$ cat src/rtl/div_radix2_pkg.sv
`default_nettype none
// ============================================================================
// Module      : div_radix2_pkg
// Description : Shared constants for the radix-2 restoring divider: FSM state
//               encodings, iteration count and counter width.
// Revision    : 1.0 - initial release
// ============================================================================
package div_radix2_pkg;

  // Operand width / number of quotient bits produced, one per BUSY cycle
  localparam int DIV_ITER  = 32;
  // Iteration counter width; must be able to hold DIV_ITER
  localparam int DIV_CNT_W = 6;

  typedef logic [1:0] div_state_t;

  localparam div_state_t DIV_IDLE = 2'd0;
  localparam div_state_t DIV_BUSY = 2'd1;
  localparam div_state_t DIV_DONE = 2'd2;

endpackage : div_radix2_pkg
`default_nettype wire

$ cat src/rtl/div_radix2_if.sv
`default_nettype none
// ============================================================================
// Module      : div_radix2_if
// Description : Request/result bundle between the EX stage (master) and the
//               multi-cycle divider (slave).
// Revision    : 1.0 - initial release
// ============================================================================
interface div_radix2_if #(
  parameter int WIDTH = 32
);
  logic                 start;
  logic                 signed_div;
  logic [WIDTH-1:0]     a;
  logic [WIDTH-1:0]     b;
  logic                 annul;
  logic                 stall_i;
  logic                 ready;
  logic [2*WIDTH-1:0]   result;
  logic                 busy;

  modport master (
    output start, signed_div, a, b, annul, stall_i,
    input  ready, result, busy
  );

  modport slave (
    input  start, signed_div, a, b, annul, stall_i,
    output ready, result, busy
  );
endinterface : div_radix2_if
`default_nettype wire

$ cat src/rtl/div_radix2.sv
`default_nettype none
// ============================================================================
// Module      : div_radix2
// Description : Multi-cycle signed/unsigned radix-2 restoring divider for the
//               EX stage. One quotient bit per cycle; result is packed as
//               {remainder, quotient} and valid while ready is high.
// Revision    : 1.0 - initial release
// ============================================================================
module div_radix2
  import div_radix2_pkg::*;
#(
  parameter int WIDTH = DIV_ITER,
  parameter int CNT_W = DIV_CNT_W
) (
  input  logic         clk,
  input  logic         rst,
  div_radix2_if.slave  bus
);

  div_state_t          state_q, state_d;
  logic [WIDTH-1:0]    dvd_q, dvd_d;       // dividend shifts out the top, quotient shifts in the bottom
  logic [WIDTH-1:0]    dsr_q, dsr_d;       // divisor magnitude
  logic [WIDTH-1:0]    rem_q, rem_d;       // partial remainder
  logic [CNT_W-1:0]    cnt_q, cnt_d;
  logic                sgn_quo_q, sgn_quo_d;
  logic                sgn_rem_q, sgn_rem_d;
  logic                held_q, held_d;     // completion was held by a downstream stall
  logic [2*WIDTH-1:0]  result_q, result_d;

  logic                a_neg, b_neg;
  logic [WIDTH-1:0]    a_mag, b_mag;
  logic                launch, last_iter;
  logic [WIDTH:0]      shifted, trial;
  logic                trial_ok;
  logic [WIDTH-1:0]    quo_next, rem_next, quo_fix, rem_fix;

  // Operand magnitudes, launch qualification and one restoring step.
  // The shifted remainder keeps its top bit so the trial subtract is exact.
  always_comb begin
    a_neg     = bus.signed_div & bus.a[WIDTH-1];
    b_neg     = bus.signed_div & bus.b[WIDTH-1];
    a_mag     = a_neg ? -bus.a : bus.a;
    b_mag     = b_neg ? -bus.b : bus.b;
    // After a stall-held completion the old instruction's start is still
    // visible for one IDLE cycle, so that cycle does not launch.
    launch    = (state_q == DIV_IDLE) & bus.start & ~bus.annul & ~held_q;
    last_iter = (cnt_q == CNT_W'(WIDTH - 1));
    shifted   = {rem_q, dvd_q[WIDTH-1]};
    trial     = shifted - {1'b0, dsr_q};
    trial_ok  = ~trial[WIDTH];
    rem_next  = trial_ok ? trial[WIDTH-1:0] : shifted[WIDTH-1:0];
    quo_next  = {dvd_q[WIDTH-2:0], trial_ok};
    quo_fix   = sgn_quo_q ? -quo_next : quo_next;
    rem_fix   = sgn_rem_q ? -rem_next : rem_next;
  end

  // Datapath next-state: latch operands on launch, iterate while BUSY.
  always_comb begin
    dvd_d     = dvd_q;
    dsr_d     = dsr_q;
    rem_d     = rem_q;
    cnt_d     = cnt_q;
    sgn_quo_d = sgn_quo_q;
    sgn_rem_d = sgn_rem_q;
    result_d  = result_q;
    held_d    = (state_q == DIV_DONE) & ~bus.annul & (held_q | bus.stall_i);
    if (launch) begin
      dvd_d     = a_mag;
      dsr_d     = b_mag;
      rem_d     = '0;
      cnt_d     = '0;
      sgn_quo_d = a_neg ^ b_neg;
      sgn_rem_d = a_neg;
    end else if ((state_q == DIV_BUSY) && !bus.annul) begin
      dvd_d = quo_next;
      rem_d = rem_next;
      cnt_d = cnt_q + CNT_W'(1);
      if (last_iter) begin
        result_d = {rem_fix, quo_fix};
      end
    end
  end

  // FSM next-state: annul aborts any operation, stall holds a finished result.
  always_comb begin
    state_d = state_q;
    case (state_q)
      DIV_IDLE: if (launch)                      state_d = DIV_BUSY;
      DIV_BUSY: if (bus.annul)                   state_d = DIV_IDLE;
                else if (last_iter)              state_d = DIV_DONE;
      DIV_DONE: if (bus.annul || !bus.stall_i)   state_d = DIV_IDLE;
      default:                                   state_d = DIV_IDLE;
    endcase
  end

  // State and datapath registers with synchronous reset.
  always_ff @(posedge clk) begin
    if (rst) begin
      state_q   <= DIV_IDLE;
      dvd_q     <= '0;
      dsr_q     <= '0;
      rem_q     <= '0;
      cnt_q     <= '0;
      sgn_quo_q <= 1'b0;
      sgn_rem_q <= 1'b0;
      held_q    <= 1'b0;
      result_q  <= '0;
    end else begin
      state_q   <= state_d;
      dvd_q     <= dvd_d;
      dsr_q     <= dsr_d;
      rem_q     <= rem_d;
      cnt_q     <= cnt_d;
      sgn_quo_q <= sgn_quo_d;
      sgn_rem_q <= sgn_rem_d;
      held_q    <= held_d;
      result_q  <= result_d;
    end
  end

  // Outputs decoded from the registered state.
  always_comb begin
    bus.ready  = (state_q == DIV_DONE);
    bus.busy   = (state_q == DIV_BUSY);
    bus.result = result_q;
  end

endmodule : div_radix2
`default_nettype wire

$ cat src/flat_wrapper.sv
// flat-port wrapper written by rule: the top's interface ports become plain ports
module div_radix2_flat import div_radix2_pkg::*;
#(
  parameter int WIDTH = DIV_ITER,
  parameter int CNT_W = DIV_CNT_W
)
  (clk, rst, bus_start, bus_signed_div, bus_a, bus_b, bus_annul, bus_stall_i, bus_ready, bus_result, bus_busy);
  div_radix2_if #(.WIDTH(WIDTH)) bus_i ();
  input  logic clk;
  input  logic rst;
  input wire logic [$bits(bus_i.start)-1:0] bus_start;
  input wire logic [$bits(bus_i.signed_div)-1:0] bus_signed_div;
  input wire logic [$bits(bus_i.a)-1:0] bus_a;
  input wire logic [$bits(bus_i.b)-1:0] bus_b;
  input wire logic [$bits(bus_i.annul)-1:0] bus_annul;
  input wire logic [$bits(bus_i.stall_i)-1:0] bus_stall_i;
  output wire logic [$bits(bus_i.ready)-1:0] bus_ready;
  output wire logic [$bits(bus_i.result)-1:0] bus_result;
  output wire logic [$bits(bus_i.busy)-1:0] bus_busy;
  assign bus_i.start = bus_start;
  assign bus_i.signed_div = bus_signed_div;
  assign bus_i.a = bus_a;
  assign bus_i.b = bus_b;
  assign bus_i.annul = bus_annul;
  assign bus_i.stall_i = bus_stall_i;
  assign bus_ready = bus_i.ready;
  assign bus_result = bus_i.result;
  assign bus_busy = bus_i.busy;
  div_radix2 #(.WIDTH(WIDTH), .CNT_W(CNT_W)) u_core (.clk(clk), .rst(rst), .bus(bus_i));
endmodule
$ cat config.mk
export PLATFORM = sky130hd
export DESIGN_NAME = div_radix2_flat
export DESIGN_NICKNAME = d
export VERILOG_FILES = /design/src/rtl/div_radix2_pkg.sv /design/src/rtl/div_radix2_if.sv /design/src/rtl/div_radix2.sv /design/src/flat_wrapper.sv
export SDC_FILE = /design/constraint.sdc
export NUM_CORES = 1
export LEC_CHECK = 0
export ABC_AREA = 1
export BUFFER_PORTS_ARGS = -buffer_cell sky130_fd_sc_hd__buf_4
export CORE_MARGIN = 10
export CORE_UTILIZATION = 60
export CTS_BUF_LIST = sky130_fd_sc_hd__clkbuf_4 sky130_fd_sc_hd__clkbuf_8
export DETAILED_ROUTE_END_ITERATION = 16
export GPL_ROUTABILITY_DRIVEN = 0
export PLACE_DENSITY = 0.92
export SYNTH_ARGS = -nofsm -noshare
export SYNTH_HDL_FRONTEND = slang
export SYNTH_SLANG_ARGS = --single-unit
$ cat constraint.sdc
create_clock -name clk -period 5.82 [get_ports clk]
set_input_delay 0.582 -clock clk [delete_from_list [all_inputs] [get_ports clk]]
set_output_delay 0.582 -clock clk [all_outputs]
set_load 0.005 [all_outputs]
==> impl_metrics.toml <==
[timing]
finalSetupTns_ns = 0
drv_slew = 0
hold_viol_final = 0
relSlewSlack_pct = 23.8
fin_ws_ns = 1.40
fmax_ghz = 0.226
period_share_pct = 76.0
tightest_slew_ns = 1.14
period_minus_slack_ns = 4.42
fin_skew_ns = 0.0192
grt_setup_unrepaired = "false"
finalSetupViolations = 0

[grt]
grt_pass1_vias = 13500
antenna_found_initial = 0
grtUsageTotal_pct = 28.1
grt_pass1_wl_mm = 65.7
grt_start_max_net_pins = 105
grt-ovfl-total = 0

[setup_path]
r2r_cells = 25
critPathArrivalTime_ns = 4.80
crit_path_end_kind = "register"
required_ns = 6.20
crit_fanout = 6
worstReg2RegEnd = "u_core.bus.result[24]"
worst-setup-path-type = "register to register"
r2r-start = "u_core.dvd_q[31]"
startpoint_type = "register"
rrSetupSlack_ns = 1.40

[pwr]
p_leak_nw = 7.60
power_w = 0.00350
p_per_area_nw_per_um2 = 245
irDropWorstVdd_uv = 182

[yosys]
synth_seq_cells = 171
yosysTopAreaCell = "dfxtp_1"
yosys_warnings = 0
yosysUniqueCellTypes = 49
synth-edff-count = 0
ys_seq_area_share_pct = 26.7
ys_dominant_reg_cell = "dfxtp_1"
synth_area_per_cell_um2 = 5.87
ys_async_sr_fraction_pct = 0
synth_cells = 2181
ys_top_cells_by_area = "dfxtp_1 (27%), nand2_1 (18%), inv_1 (11%), nor2_1 (7.1%), o21ai_0 (5.5%)"
synth_top_cell_area_share_pct = 26.7
synth_area_um2 = 12800
syn-num-nets = 2289

[placed_design]
port_buffers = 135
placed_area_um2 = 13900
hpwl_mm = 31.9
place_ws_ns = 1.57
dp_cells = 2524

[drt]
met2WireLength_mm = 17.8
first_pass_iters = 6
drt-initial-drc-count = 1929
num_vias = 14600
viasPerCell = 5.72
wl_met1_mm = 16.3
routed_wl_mm = 41.3
route.detailed.drc = 0
wl_met3_mm = 4.67
wl_per_cell_um = 16.1
dr.max_layer_used = "met4"
drtAntennaViolNets = 0

[floorplan]
coreArea_um2 = 21000
initial_core_util_pct = 60.9
fp.dieH_um = 166
fp.dieArea_um2 = 27600
die_x_um = 166
rows = 53
io_pins = 136

[worst_hold_path]
hp-start = "bus_b[31]"
min_to = "u_core.dsr_q[31]"
holdPathStages = 3
min_path_type = "input port to register"

[layout]
syn2layout_area_growth_pct = 11.8
n_antenna_cell = 0
fin_area_um2 = 14300
instances_no_fill = 2556
nets = 2376
drive_gt1_share_pct = 9.86

[clock_network]
cts.htree.levels = 4
clock_path_buffers = 2
cts_setup_buffers = 0
numCtsBuffers = 17
ctsHoldBuffers = 0
cts.sinks = 171
root_buffer = "clkbuf_8"
clk_latency_ns = 0.49
cts_tree = "built"
post_cts_resized = 0
path_clk_slew_ns = 0.10

[flow_run]
maxCapViolCount = 0

[status]
status = "complete, no violations"
registers in the layout (all words and copies together) (netlist names):
register	cells
u_core.bus.result	64
u_core.cnt_q	6
u_core.dsr_q	32
u_core.dvd_q	32
u_core.held_q	1
u_core.rem_q	32
u_core.sgn_quo_q	1
u_core.sgn_rem_q	1
u_core.state_q	2
synth_stat cells, drive strengths merged (6+ instances only):
master,count
nand2,629
inv,378
nor2,247
dfxtp,171
o21ai,160
a21oi,124
nand3,102
clkbuf,57
xor2,46
ha,37
a31oi,33
nor3,28
o211ai,28
buf,19
o221ai,17
o22ai,17
nand4,15
or2,13
nand3b,10
xnor2,10
nor4,8
o21bai,6
cell usage in the layout, fill, tap and decap left out, types with 13 or more instances in the layout:
cell	Yosys	routed
nand2_1	614	613
inv_1	375	375
nor2_1	241	240
dfxtp_1	171	171
buf_4	4	144
o21ai_0	141	141
a21oi_1	123	123
nand3_1	100	100
xor2_1	46	46
ha_1	37	37
a31oi_1	33	33
o211ai_1	28	28
nor3_1	26	26
o21ai_1	17	17
o221ai_1	17	17
o22ai_1	17	17
clkbuf_8	0	17
nand4_1	15	15
or2_2	13	13
metrics by stage:
step           hold slack, ns  util, %
5_1_grt                 0.371     68.1
2_1_floorplan           0.445        -
3_5_place_dp            0.463     66.2
6_report                0.388     68.1
3_3_place_gp            0.461     66.2
4_1_cts                 0.362     68.1
critical path: stages, from the launching register on:
cell and delay, ns:
dfxtp_1 0.34, inv_1 0.08, ha_1 0.15, inv_1 0.07
fa_1 0.42, nand2_1 0.11, nand2_1 0.06, nand3_1 0.09
nand2_1 0.13, nand2_1 0.09, nand2_1 0.10, nand2_4 0.12
nand3_4 0.13, nand2_4 0.13, ha_1 0.18, nand3_1 0.10
nor3_1 0.19, nand3_1 0.13, nor3_1 0.42, nand4_1 0.27
nor3_1 0.42, a31oi_1 0.18, nand2_1 0.10, nand2_1 0.06
o221ai_1 0.19, inv_1 0.07
routing by layer:
layer,up-vias,global-route usage (%)
met5,-,0
met4,0,16.8
met3,204,6.74
met2,886,43.5
met1,6446,34.7
li1,7088,-
logic make-up after synthesis:
kind of cell / synth area share [%]
simple gates: 34.4
fa+ha+maj: 3.77
compound gates: 17.6
xor+xnor: 3.83
buf+inv: 13.7
flops: 26.7
area by class of cell:
class | instances | area (µm²)
clock buffer | 18 | 241
clock inverter | 14 | 153
fill | 1731 | 6700
inverter | 382 | 1430
multi-input combinational | 1552 | 7640
sequential | 171 | 3420
tap | 275 | 344
timing repair buffer | 144 | 1080
worst max path at each step:
stage | slack [ns] | to | startpoint | depth (start not counted)
final | 1.40 | u_core.bus.result[24] | u_core.dvd_q[31] | 25
after global routing | 0.99 | u_core.bus.result[30] | u_core.dvd_q[31] | 24
after CTS | 1.53 | u_core.bus.result[24] | u_core.dvd_q[31] | 25
after detailed placement | 1.57 | u_core.bus.result[24] | u_core.dvd_q[31] | 25
after global placement | 1.78 | u_core.bus.result[30] | u_core.dvd_q[31] | 24
after floorplan | 1.74 | u_core.bus.result[30] | u_core.dvd_q[31] | 26
where the power goes:
part	internal [W]	leakage [nW]	switching [W]
logic	0.000412	6.02	0.000995
registers	0.00121	1.39	0.0000360
clock network	0.000326	0.194	0.000526
total	0.00195	7.60	0.00156
Note: power is estimated with default switching activity, not from simulation.
